$ cat config.mk
export PLATFORM = sky130hd
export DESIGN_NAME = int_seq_flat
export DESIGN_NICKNAME = d
export VERILOG_FILES = /design/src/rtl/int_seq_if.sv /design/src/rtl/int_seq.sv /design/src/flat_wrapper.sv
export SDC_FILE = /design/constraint.sdc
export NUM_CORES = 1
export LEC_CHECK = 0
export ABC_AREA = 1
export BUFFER_PORTS_ARGS = -buffer_cell sky130_fd_sc_hd__buf_2
export CORE_MARGIN = 4
export CORE_UTILIZATION = 45
export CTS_CLUSTER_DIAMETER = 40
export DETAILED_ROUTE_END_ITERATION = 10
export PLACE_DENSITY = 0.68
export SYNTH_ARGS = -nofsm -noshare
export SYNTH_HDL_FRONTEND = slang
export SYNTH_SLANG_ARGS = --single-unit
export TNS_END_PERCENT = 50
$ cat constraint.sdc
create_clock -name clk -period 1.7 [get_ports clk]
set_input_delay 0.17 -clock clk [delete_from_list [all_inputs] [get_ports clk]]
set_output_delay 0.17 -clock clk [all_outputs]
set_load 0.01 [all_outputs]
$ cat src/rtl/int_seq_if.sv
// Handshake bundle between the interrupt/reset sequencer and the 65C02 microcode controller.
// The slave modport is the sequencer side; the master modport is the core/pin side.
interface int_seq_if;
    logic       irq_n;
    logic       nmi_n;
    logic       I;
    logic       sync;
    logic       ack;
    logic       wai;
    logic       stp;
    logic       cpu_reset;
    logic       take_int;
    logic       rdy;
    logic [7:0] vec_lo;

    modport slave (
        input  irq_n, nmi_n, I, sync, ack, wai, stp,
        output cpu_reset, take_int, rdy, vec_lo
    );

    modport master (
        output irq_n, nmi_n, I, sync, ack, wai, stp,
        input  cpu_reset, take_int, rdy, vec_lo
    );
endinterface

$ cat src/rtl/int_seq.sv
// Interrupt and reset sequencer for the 65C02 microcoded core: pin synchronisers, NMI edge
// detect, reset stretch, interrupt take and WAI stall. Define INT_SEQ_STP_EN to add the STP stop state.
module int_seq #(
    parameter int unsigned SYNC_STAGES  = 2,
    parameter int unsigned RESET_CYCLES = 8
) (
    input  logic      clk,
    input  logic      reset_n,
    int_seq_if.slave  bus
);

    localparam logic [7:0] VEC_NMI   = 8'hFA;
    localparam logic [7:0] VEC_RESET = 8'hFC;
    localparam logic [7:0] VEC_IRQ   = 8'hFE;
    localparam logic [7:0] CNT_LAST  = 8'(RESET_CYCLES - 1);

`ifdef INT_SEQ_STP_EN
    typedef enum logic [2:0] {
        ST_HOLD  = 3'd0,
        ST_ENTRY = 3'd1,
        ST_RUN   = 3'd2,
        ST_WAIT  = 3'd3,
        ST_STOP  = 3'd4
    } state_t;
`else
    typedef enum logic [2:0] {
        ST_HOLD  = 3'd0,
        ST_ENTRY = 3'd1,
        ST_RUN   = 3'd2,
        ST_WAIT  = 3'd3
    } state_t;
`endif

    state_t                 state_q, state_d;
    logic [7:0]             counter_q, counter_d;
    logic [SYNC_STAGES-1:0] irq_sync_q, irq_sync_d;
    logic [SYNC_STAGES-1:0] nmi_sync_q, nmi_sync_d;
    logic                   nmi_prev_q, nmi_prev_d;
    logic                   nmi_pend_q, nmi_pend_d;
    logic                   cpu_reset_q, cpu_reset_d;
    logic                   rdy_q, rdy_d;
    logic [7:0]             vec_lo_q, vec_lo_d;

    logic irq_s;
    logic nmi_s;
    logic irq_req_s;
    logic take_int_s;

    assign irq_s     = irq_sync_q[SYNC_STAGES-1];
    assign nmi_s     = nmi_sync_q[SYNC_STAGES-1];
    assign irq_req_s = ~irq_s & ~bus.I;

`ifndef INT_SEQ_STP_EN
    logic stp_unused_s;
    assign stp_unused_s = bus.stp;
`endif

    // State and all registered outputs; synchronisers preset high so reset looks like idle pins.
    always_ff @(posedge clk or negedge reset_n) begin
        if (!reset_n) begin
            state_q     <= ST_HOLD;
            counter_q   <= 8'd0;
            irq_sync_q  <= '1;
            nmi_sync_q  <= '1;
            nmi_prev_q  <= 1'b1;
            nmi_pend_q  <= 1'b0;
            cpu_reset_q <= 1'b1;
            rdy_q       <= 1'b1;
            vec_lo_q    <= VEC_RESET;
        end else begin
            state_q     <= state_d;
            counter_q   <= counter_d;
            irq_sync_q  <= irq_sync_d;
            nmi_sync_q  <= nmi_sync_d;
            nmi_prev_q  <= nmi_prev_d;
            nmi_pend_q  <= nmi_pend_d;
            cpu_reset_q <= cpu_reset_d;
            rdy_q       <= rdy_d;
            vec_lo_q    <= vec_lo_d;
        end
    end

    // Next-state selection; a take in RUN outranks WAI/STP presented in the same cycle.
    always_comb begin
        state_d = state_q;
        case (state_q)
            ST_HOLD: begin
                if (counter_q == CNT_LAST) begin
                    state_d = ST_ENTRY;
                end else begin
                    state_d = ST_HOLD;
                end
            end
            ST_ENTRY: begin
                if (bus.ack) begin
                    state_d = ST_RUN;
                end else begin
                    state_d = ST_ENTRY;
                end
            end
            ST_RUN: begin
                if (take_int_s) begin
                    state_d = ST_ENTRY;
                end else if (bus.wai) begin
                    state_d = ST_WAIT;
`ifdef INT_SEQ_STP_EN
                end else if (bus.stp) begin
                    state_d = ST_STOP;
`endif
                end else begin
                    state_d = ST_RUN;
                end
            end
            ST_WAIT: begin
                if (nmi_pend_q || !irq_s) begin
                    state_d = ST_RUN;
                end else begin
                    state_d = ST_WAIT;
                end
            end
`ifdef INT_SEQ_STP_EN
            ST_STOP: state_d = ST_STOP;
`endif
            default: state_d = ST_HOLD;
        endcase
    end

    // Output and datapath next values derived from current and next state.
    always_comb begin
        take_int_s = (state_q == ST_RUN) && bus.sync && (nmi_pend_q || irq_req_s);
        irq_sync_d = {irq_sync_q[SYNC_STAGES-2:0], bus.irq_n};
        nmi_sync_d = {nmi_sync_q[SYNC_STAGES-2:0], bus.nmi_n};
        nmi_prev_d = nmi_s;

        // A fresh edge wins over the ack that would retire the previous NMI.
        if (nmi_prev_q && !nmi_s) begin
            nmi_pend_d = 1'b1;
        end else if ((state_q == ST_ENTRY) && bus.ack && (vec_lo_q == VEC_NMI)) begin
            nmi_pend_d = 1'b0;
        end else begin
            nmi_pend_d = nmi_pend_q;
        end

        if (state_q == ST_HOLD) begin
            counter_d = counter_q + 8'd1;
        end else begin
            counter_d = counter_q;
        end

        if (take_int_s) begin
            vec_lo_d = nmi_pend_q ? VEC_NMI : VEC_IRQ;
        end else if (state_q == ST_HOLD) begin
            vec_lo_d = VEC_RESET;
        end else begin
            vec_lo_d = vec_lo_q;
        end

        cpu_reset_d = (state_d == ST_HOLD);

        case (state_d)
            ST_WAIT: rdy_d = 1'b0;
`ifdef INT_SEQ_STP_EN
            ST_STOP: rdy_d = 1'b0;
`endif
            default: rdy_d = 1'b1;
        endcase
    end

    assign bus.cpu_reset = cpu_reset_q;
    assign bus.take_int  = take_int_s;
    assign bus.rdy       = rdy_q;
    assign bus.vec_lo    = vec_lo_q;

endmodule
$ cat src/flat_wrapper.sv
// flat-port wrapper written by rule: the top's interface ports become plain ports
module int_seq_flat 
#(
    parameter int unsigned SYNC_STAGES  = 2,
    parameter int unsigned RESET_CYCLES = 8
)
  (clk, reset_n, bus_irq_n, bus_nmi_n, bus_I, bus_sync, bus_ack, bus_wai, bus_stp, bus_cpu_reset, bus_take_int, bus_rdy, bus_vec_lo);
  int_seq_if bus_i ();
  input  logic clk;
  input  logic reset_n;
  input wire logic [$bits(bus_i.irq_n)-1:0] bus_irq_n;
  input wire logic [$bits(bus_i.nmi_n)-1:0] bus_nmi_n;
  input wire logic [$bits(bus_i.I)-1:0] bus_I;
  input wire logic [$bits(bus_i.sync)-1:0] bus_sync;
  input wire logic [$bits(bus_i.ack)-1:0] bus_ack;
  input wire logic [$bits(bus_i.wai)-1:0] bus_wai;
  input wire logic [$bits(bus_i.stp)-1:0] bus_stp;
  output wire logic [$bits(bus_i.cpu_reset)-1:0] bus_cpu_reset;
  output wire logic [$bits(bus_i.take_int)-1:0] bus_take_int;
  output wire logic [$bits(bus_i.rdy)-1:0] bus_rdy;
  output wire logic [$bits(bus_i.vec_lo)-1:0] bus_vec_lo;
  assign bus_i.irq_n = bus_irq_n;
  assign bus_i.nmi_n = bus_nmi_n;
  assign bus_i.I = bus_I;
  assign bus_i.sync = bus_sync;
  assign bus_i.ack = bus_ack;
  assign bus_i.wai = bus_wai;
  assign bus_i.stp = bus_stp;
  assign bus_cpu_reset = bus_i.cpu_reset;
  assign bus_take_int = bus_i.take_int;
  assign bus_rdy = bus_i.rdy;
  assign bus_vec_lo = bus_i.vec_lo;
  int_seq #(.SYNC_STAGES(SYNC_STAGES), .RESET_CYCLES(RESET_CYCLES)) u_core (.clk(clk), .reset_n(reset_n), .bus(bus_i));
endmodule
==> qor.csv, run 1 <==
metric,value,unit
Cells after Synth,92,
highest clock rate,710.5,MHz
final core utilization,0.5374,
PwrDens,1489,nW/um2
total number of vias,576,
cts repair resizes,0,
die footprint,2814,um2
initial antenna violation count,0,
Residual DRC,0,
Syn-to-layout area delta,14.25,%
Post-DP HPWL,1064,um
Synth area leader,dfrtp_1,
Tmin final,1.407,ns
max cap viols,0,
initial core utilization,0.4704,
first-pass GRT wire length,2394,um
Critical Path AT,1.24,ns
syn_area_per_cell,9.928,um2
maximum clock insertion buffer count,2,
nets@finish,120,
CTS Hold Bufs,3,
gr ovfl total,0,
drt pass-1 iters,4,
Hold Path Class,in2reg,
Rows,16,
number of global-route vias before repair,585,
worst-path maximum fanout,5,
synthesized area,913.4,um2
vias per inst,4.235,
WL/cell,9.934,um
"Slew Viols, Final",0,
Worst Skew,0.004545,ns
Worst Setup End Kind,primary output,
Yosys warning count,0,
crit path max-delay cell type,dfrtp_1,
slowest cell delay on critical path,0.45,ns
ANT nets after route,0,
Final Cycle Share,0.8279,
GRT Util Overall,0.1213,
CP Data Required Time,1.53,ns
Die Ht,53.05,um
Setup Buffers After CTS,0,
register area share after synthesis,0.5589,
synth top area cells,"dfrtp_1 (33%), dfstp_2 (23%), nand2_1 (5.3%), buf_4 (4.9%), inv_1 (4.9%)",
Clock Tree Root,clkbuf_4,
most frequent cells in the layout,"nand2_1 (13), inv_1 (12), buf_2 (12), dfrtp_1 (12), dfstp_2 (8)",
largest net degree at the start of global routing,21,
Diodes inserted,0,
startpoint types,flop,
distinct cell type count after synthesis,22,
CTS Sinks,20,
final hold viol count,0,
CTS buffer count,3,
final setup fails,0,
area share of the largest cell type after synthesis,0.3288,
final WL,1351,um
H-tree levels,1,
Worst VDD drop,0.6415,mV
gpl congestion,0.7480,
I/O Buffers,12,
Synth Register Bits,20,
CTS tree,yes,
leakage,0.0005079,uW
"CTS clk-pin slew, worst paths",0.10,ns
Core ar.,1942,um2
Final TNS setup,0,ns
DR iter-0 viols,11,
Horiz. Die Dim,53.05,um
# IOs,20,
CP Cell Sequence,"inv_1, nand3_2, a21oi_2, buf_2",
most common library cell in the layout ignoring fill and taps,nand2_1,
RSZ-0062 raised after global routing,no,
crit path kind,reg2out,
Skew-Pair Late Insertion Delay,0.29,ns
layout cells sized above 1,0.3486,
status,finished clean,
[power by group]
part           switching, uW  total, uW  internal, uW
registers                128        770           642
logic                    319        526           207
clock network            128        258           130
[state kept, by name, indices dropped and copies added (netlist names)]
signal                count
u_core.irq_sync_q         2
u_core.bus.vec_lo         2
u_core.bus.rdy            1
u_core.counter_q          8
u_core.bus.cpu_reset      1
u_core.state_q            2
u_core.nmi_sync_q         2
u_core.nmi_pend_q         1
u_core.nmi_prev_q         1
[area by class of cell]
class,count,area [um2]
Tap cell,27,33.78
Fill cell,173,898.4
Inverter,14,52.55
Sequential cell,20,510.5
Timing Repair Buffer,15,90.09
Clock buffer,4,36.28
Multi-Input combinational cell,56,320.3
[worst paths after layout]
| kind | from | endpoint | slack (ns) | depth (start not counted) |
|---|---|---|---|---|
| max | u_core.state_q[0] | bus_take_int | 0.29 | 4 |
| min in group asynchronous | reset_n | u_core.state_q[0] | 0.33 | 2 |
| max in group asynchronous | reset_n | u_core.irq_sync_q[1] | 1.04 | 2 |
| min | bus_sync | u_core.bus.vec_lo[2] | 0.21 | 4 |
| max reg2reg | u_core.state_q[1] | u_core.counter_q[6] | 0.46 | 5 |
| min reg2reg | u_core.nmi_sync_q[0] | u_core.nmi_sync_q[1] | 0.36 | 0 |
[worst max-delay path, delay by kind of cell (launching register included)]
kind	cells	cell delay (ns)
DFF	1	0.45
buffers and inverters	2	0.26
AOI/OAI and AO/OA	1	0.15
and+or+nand+nor	1	0.09
[cells in the mapped netlist (all sizes together)]
cell type,n
dfstp,8
nand3,7
xor2,4
o22ai,1
a22oi,1
nor3,3
ha,1
buf,6
inv,14
o21ai,1
dfrtp,12
nand2,19
a21oi,2
xnor2,2
conb,2
nor2,9
[metal layers]
layer	global-route usage	vias up	wire length [um]
li1	-	303	-
met1	0.1487	255	572
met2	0.1983	16	694
met3	0.02535	2	76
met4	0.06383	0	8
met5	0	-	0
[logic make-up (layout without fill, tap and decap cells)]
family	count (synthesis)	in the layout	synth area share
compound gates	5	5	0.03562
other cells	2	6	0.008222
simple gates	38	38	0.2192
flops	20	20	0.5589
xor+xnor	6	6	0.05753
buf+inv	20	33	0.1068
fa+ha+maj	1	1	0.01370
[per-stage QoR]
stage / total power, uW / std cells / setup slack, ns / instance area, um2 / hold slack [ns]
floorplan: 1178 / 96 / 0.5630 / 928.4 / -0.1256
global placement: 1288 / 129 / 0.4735 / 977.2 / 0.1306
detailed placement: 1312 / 129 / 0.4550 / 977.2 / 0.1238
CTS: 1583 / 136 / 0.2729 / 1044 / 0.2012
global route: 1708 / 136 / 0.1888 / 1044 / 0.2146
finish: 1554 / 136 / 0.2925 / 1044 / 0.2078
(Power assumes the default switching activity.)
==> inputs of run 2 (changes only) <==
PLACE_DENSITY = 0.71   (was 0.68)
clock period = 1.29 ns   (was 1.7 ns; I/O delays follow)
==> run 2 against run 1 <==
First-iteration DRC count unchanged. Highest routed layer unchanged. Hold slack improved by 0.0099 ns. Combinational power increased by 60%. Critical endpoint unchanged.
==> qor.csv, run 2 (synthesis results as in run 1) <==
metric,value,unit,change
Final Cycle Share,0.9672,,
GRT Util Overall,0.1160,,-0.005238
max reg flops,8,,unchanged
P_sw,802.0,uW,+40%
Hold Path Class,in2reg,,
total number of vias,623,,+8.2%
Rows,16,,unchanged
worst path bufs/invs,2,,unchanged
Worst VDD drop,0.9128,mV,+42%
Sw Share,0.3668,,-0.002862
"Slew Viols, Final",0,,unchanged
status,finished clean,,
Worst Setup End Kind,primary output,,
gpl congestion,0.6791,,-9.2%
Reg with most FFs,u_core.counter_q,,
Residual DRC,0,,unchanged
Int Power,1384,uW,+41%
first-pass GRT wire length,2421,um,+1.1%
# IOs,20,,unchanged
maximum clock insertion buffer count,2,,unchanged
CTS buffer count,3,,unchanged
Skew-Pair Late Insertion Delay,0.28,ns,about the same
I/O Buffers,12,,unchanged
Tmin final,1.248,ns,
Final TNS setup,0,ns,unchanged
CTS tree,yes,,
Horiz. Die Dim,53.05,um,unchanged
largest net degree at the start of global routing,21,,unchanged
worst-path maximum fanout,2,,-3
nets@finish,125,,+4.2%
PwrDens,1990,nW/um2,+34%
vias per inst,4.418,,+4.3%
drt pass-1 iters,4,,unchanged
RSZ-0062 raised after global routing,yes,,
final non-filler cell area,1099,um2,+5.3%
DR iter-0 viols,11,,unchanged
leakage,0.0005298,uW,+4.3%
Design Power,2186,uW,+41%
"CTS clk-pin slew, worst paths",0.10,ns,about the same
gr ovfl total,0,,unchanged
WL/cell,9.418,um,-5.2%
highest clock rate,801.5,MHz,
startpoint types,flop,,
layout cells sized above 1,0.4298,,+0.08120
slowest cell delay on critical path,0.42,ns,-0.03 ns
Placed Area,984.7,um2,+0.77%
final hold slack,0.2177,ns,+0.009914 ns
crit path kind,reg2out,,
number of global-route vias before repair,607,,+3.8%
max cap viols,0,,unchanged
Syn-to-layout area delta,20.27,%,
Core ar.,1942,um2,unchanged
Diodes inserted,0,,unchanged
final WL,1328,um,-1.7%
CP Data Required Time,1.16,ns,-0.37 ns
Logic pwr share,0.384,,+0.046
Post-DP HPWL,1041,um,-2.2%
most frequent cells in the layout,"nand2_1 (12), buf_2 (12), inv_1 (10), dfrtp_1 (10), dfstp_2 (8)",,
CTS Sinks,20,,unchanged
H-tree levels,1,,unchanged
final hold viol count,0,,unchanged
CP Cell Sequence,"inv_2, nand3_4, a21oi_2, buf_2",,
final setup fails,0,,unchanged
Critical Path AT,1.12,ns,-0.12 ns
initial antenna violation count,0,,unchanged
Crit path max-delay family,flip-flops,,
die footprint,2814,um2,unchanged
Die Ht,53.05,um,unchanged
crit path max-delay cell type,dfrtp_2,,
filler instances,173,,unchanged
Worst Skew,0.003266,ns,-0.001279 ns
ANT nets after route,0,,unchanged
Clock Power Share,0.155,,-0.011
Clock Tree Root,clkbuf_4,,
initial core utilization,0.4704,,unchanged
Reg power frac,0.461,,-0.035
## run 2: cell count changes in the layout (fill, tap and decap cells not counted)
| cell | previous run | this run |
|---|---|---|
| buf_4 | 0 | 5 |
| dfrtp_1 | 12 | 10 |
| dfrtp_2 | 0 | 2 |
| inv_1 | 12 | 10 |
| inv_2 | 2 | 4 |
| nand2_1 | 13 | 12 |
| nand2_2 | 6 | 7 |
| nand3_2 | 1 | 0 |
| nand3_4 | 0 | 1 |
| nor3_1 | 3 | 2 |
| nor3_2 | 0 | 1 |
## run 2: power groups by stage
| stage | clock [uW] | combinational [uW] | sequential, uW |
|---|---|---|---|
| after floorplan | 0 | 525 | 1030 |
| after global placement | 0 | 706 | 1020 |
| after detailed placement | 0 | 732 | 1030 |
| after CTS | 355 | 798 | 1010 |
| after global routing | 383 | 961 | 1040 |
| final | 338 | 841 | 1010 |
## run 2: worst reg2reg max path, stage by stage, from the launching register on
cell     delay (ns)
dfrtp_2        0.42
buf_4          0.15
nor2_4         0.11
inv_2          0.06
nor2_4         0.11
nand3_1        0.09
xor2_1         0.14
## run 2: area by class of cell
class / count / area, um2 / area share
repair buffers: 20 / 127.6 / 0.1162
inverters: 14 / 52.55 / 0.04784
flip-flops and latches: 20 / 513.0 / 0.4670
clock buffers: 4 / 36.28 / 0.03303
multi-input cells: 56 / 335.3 / 0.3052
well taps: 27 / 33.78 / 0.03075
## run 2: what timing repair did
action / in CTS / in global routing
setup endpoints to repair: 1 / 4
hold buffers: 3 / 0
pin swaps: 0 / 1
resized for setup: 3 / 4
setup buffers: 2 / 2
hold endpoints to repair: 14 / 0
## run 2: per-layer routing
| metal | up-vias | track usage | wire [um] |
|---|---|---|---|
| met5 | - | 0 | 0 |
| li1 | 312 | - | - |
| met3 | 2 | 0.008451 | 97 |
| met1 | 292 | 0.1385 | 559 |
| met2 | 17 | 0.2045 | 653 |
| met4 | 0 | 0.06383 | 17 |
## run 2: path summary, 6_finish.rpt
kind	start	to	slack (ns)	depth (start not counted)
min in group asynchronous	reset_n	u_core.counter_q[4]	0.29	2
worst min-delay path	bus_ack	u_core.state_q[1]	0.22	3
worst max register to register	u_core.state_q[0]	u_core.counter_q[6]	0.09	6
worst min register to register	u_core.nmi_sync_q[0]	u_core.nmi_sync_q[1]	0.36	0
max in group asynchronous	reset_n	u_core.nmi_sync_q[0]	0.67	2
worst max-delay path	u_core.state_q[0]	bus_take_int	0.04	4
## run 2: through the flow
step	setup WS, ns	util	instances
finish	0.04232	0.5657	141
detailed placement	0.1182	0.5071	130
global placement	0.1336	0.5071	130
CTS	0.01252	0.5503	139
global route	-0.03502	0.5657	141
floorplan	0.1530	-	96
==> inputs of run 3 (changes only) <==
ABC_AREA = 0   (was 1)
HOLD_SLACK_MARGIN = 0.15   (was default)
==> run 3 against run 2 <==
The flow now finishes with violations (negative setup slack). Flip-flop and latch count is the same. Global-route usage grew 1.4 points. Critical path type unchanged. Hold slack gained 0.0036 ns. First-iteration DRC count shrank 27%. Worst setup slack lost 0.18 ns. Final cell count shrank 6.4%. Final area grew 9.7%. Maximum frequency shrank 12%.
==> qor.csv, run 3 <==
metric,value,unit,change
Synth Register Bits,20,,unchanged
Core ar.,1942,um2,unchanged
Yosys warning count,0,,unchanged
WL/cell,12.21,um,+30%
highest clock rate,701.8,MHz,-12%
worst-path maximum fanout,4,,+2
gpl congestion,0.8099,,+19%
Final Cycle Share,1.105,,+0.1374
M2 GR Usage,0.2066,,+0.002066
I/O Buffers,12,,unchanged
met1 Usage GRT,0.1793,,+0.04086
CP Cell Sequence,"nor2b_4, buf_6, and3_4, buf_6",,
max reg flops,8,,unchanged
Worst Setup End Kind,primary output,,
drt pass-1 iters,4,,unchanged
gr ovfl total,0,,unchanged
largest net degree at the start of global routing,21,,unchanged
Synth area leader,dfrtp_1,,
hold path startpoint,bus_ack,,
GRT Util Overall,0.1301,,+0.01407
final setup fails,7,,+7
layout cells sized above 1,0.5143,,+0.08446
most used routing layer,met2,,
CTS Sinks,20,,unchanged
distinct cell type count after synthesis,36,,+64%
start of the worst register-to-register path,u_core.state_q[0],,
"Slew Viols, Final",0,,unchanged
DR iter-0 viols,8,,-3
final core utilization,0.6205,,+0.05477
Clock Tree Root,clkbuf_4,,
CTS tree,yes,,
area share of the largest cell type after synthesis,0.3283,,-0.0004497
H-tree levels,1,,unchanged
final hold viol count,0,,unchanged
register area share after synthesis,0.5581,,-0.0007646
Syn-to-layout area delta,31.74,%,
asr flop ratio synth,1.000,,unchanged
final setup margin,-0.1349,ns,-0.1772 ns
syn_area_per_cell,12.36,um2,+24%
Post-DP HPWL,1055,um,+1.3%
total number of vias,624,,+0.16%
Post-synth EDFFs,0,,unchanged
vias per inst,4.727,,+7.0%
critical path's most frequent cell,buf_6,,
final non-filler cell area,1205,um2,+9.7%
most frequent cell after synthesis,dfrtp_1,,
nets@finish,116,,-7.2%
initial antenna violation count,0,,unchanged
crit path kind,reg2out,,
ANT nets after route,0,,unchanged
Post-synth top cells,"dfrtp_1 (12), dfstp_2 (8), buf_4 (6), xor2_1 (4)",,
Setup crit start,u_core.state_q[0],,
Worst Skew,0.007767,ns,+0.004501 ns
CP Data Required Time,1.16,ns,about the same
Diodes inserted,0,,unchanged
# IOs,20,,unchanged
initial core utilization,0.4710,,+0.0006442
RSZ-0062 raised after global routing,yes,,
most frequent cells in the layout,"buf_4 (14), buf_2 (11), dfrtp_1 (11)",,
most common library cell in the layout ignoring fill and taps,buf_4,,
Tmin final,1.425,ns,+0.1772 ns
Placed Area,1050,um2,+6.6%
maximum clock insertion buffer count,2,,unchanged
met3 Use GR,0.02535,,+0.01690
Worst VDD drop,1.284,mV,+41%
Final TNS setup,-0.6398,ns,-0.6398 ns
top_reg_cell synth,dfrtp_1,,
status,finished with violations,,
synthesized area,914.6,um2,+0.14%
failing checks,negative setup slack,,
CTS buffer count,3,,unchanged
Horiz. Die Dim,53.09,um,about the same
Skew-Pair Late Insertion Delay,0.30,ns,+0.02 ns
Rows,16,,unchanged
leakage,0.0005543,uW,+4.6%
first-pass GRT wire length,2691,um,+11%
crit path max-delay cell type,dfrtp_2,,
max cap viols,0,,unchanged
Die Ht,53.09,um,about the same
startpoint types,flop,,
die footprint,2818,um2,+0.13%
Residual DRC,0,,unchanged
number of global-route vias before repair,635,,+4.6%
final WL,1612,um,+21%
Hold Path Class,in2reg,,
synth top area cells,"dfrtp_1 (33%), dfstp_2 (23%), buf_4 (4.9%), xor2_1 (3.8%), xnor2_1 (2.9%)",,
slowest cell delay on critical path,0.47,ns,+0.05 ns
PwrDens,2185,nW/um2,+9.8%
"CTS clk-pin slew, worst paths",0.12,ns,+0.02 ns
Cells after Synth,74,,-20%
Critical Path AT,1.30,ns,+0.18 ns
Reg with most FFs,u_core.counter_q,,
[run 3: changes by cell type after synthesis, moves of 6 or more]
| cell | before | now |
|---|---|---|
| inv_1 | 12 | 1 |
| nand2_1 | 13 | 3 |
| nand2_2 | 6 | 0 |
| nand3_1 | 6 | 0 |
[run 3: path summary, 6_finish.rpt]
| path | to | slack (ns) | depth (start not counted) |
|---|---|---|---|
| worst max-delay path | bus_take_int | -0.13 | 4 |
| worst min-delay path | u_core.bus.rdy | 0.22 | 3 |
| worst max register to register | u_core.state_q[0] | -0.13 | 3 |
| worst min register to register | u_core.irq_sync_q[1] | 0.37 | 0 |
| max in group asynchronous | u_core.bus.cpu_reset | 0.67 | 2 |
| min in group asynchronous | u_core.nmi_pend_q | 0.28 | 2 |
[run 3: cells by family after synthesis]
| kind of cell | count (synthesis) | synth area share |
|---|---|---|
| other | 2 | 0.008211 |
| and+or+nand+nor | 26 | 0.2107 |
| buffers and inverters | 8 | 0.05744 |
| adders and majority gates | 1 | 0.01368 |
| AOI/OAI and AO/OA | 9 | 0.07251 |
| DFF | 20 | 0.5581 |
| xor gates and xnor gates | 7 | 0.06703 |
| muxes | 1 | 0.01231 |
[run 3: cell type report]
class | count | area (um2)
Multi-Input combinational cell | 50 | 390.4
Sequential cell | 20 | 511.7
Inverter | 1 | 3.754
Clock buffer | 3 | 22.52
Timing Repair Buffer | 30 | 212.7
Tap cell | 27 | 33.78
Fill cell | 161 | 737.0
Clock inverter | 1 | 30.03
[run 3: routing by layer]
metal  vias up  part of all wire
met4         0            0.0081
met1       303              0.46
li1        308                 -
met2        11              0.49
met5         -                 0
met3         2             0.040
[run 3: stage by stage]
stage / power [uW] / std cells / hold slack, ns / setup slack (ns)
final: 2632 / 132 / 0.2213 / -0.1349
after global routing: 2824 / 132 / 0.2274 / -0.1972
after CTS: 2602 / 131 / 0.1859 / -0.1254
after detailed placement: 1991 / 120 / 0.08775 / -0.09616
after global placement: 1975 / 120 / 0.08568 / -0.08418
after floorplan: 1618 / 78 / -0.1666 / -0.07538
[run 3: worst max-delay path: cells and delay by family (launching register included)]
family / cells / cell delay (ns)
flops: 1 / 0.47
simple gates: 2 / 0.32
buf+inv: 2 / 0.20
[run 3: report_power, final]
group,total [uW],internal [uW],switching [uW]
combinational,1140,634,504
clock,510,314,196
sequential,984,859,125
total,2630,1810,825
[run 3: timing repair]
item                       4_1_cts  5_1_grt
pin swaps                        2        0
gates resized for setup          5        4
hold endpoints to repair        22        0
setup buffers                    4        1
setup endpoints to repair        6       12
hold buffers                     3        0
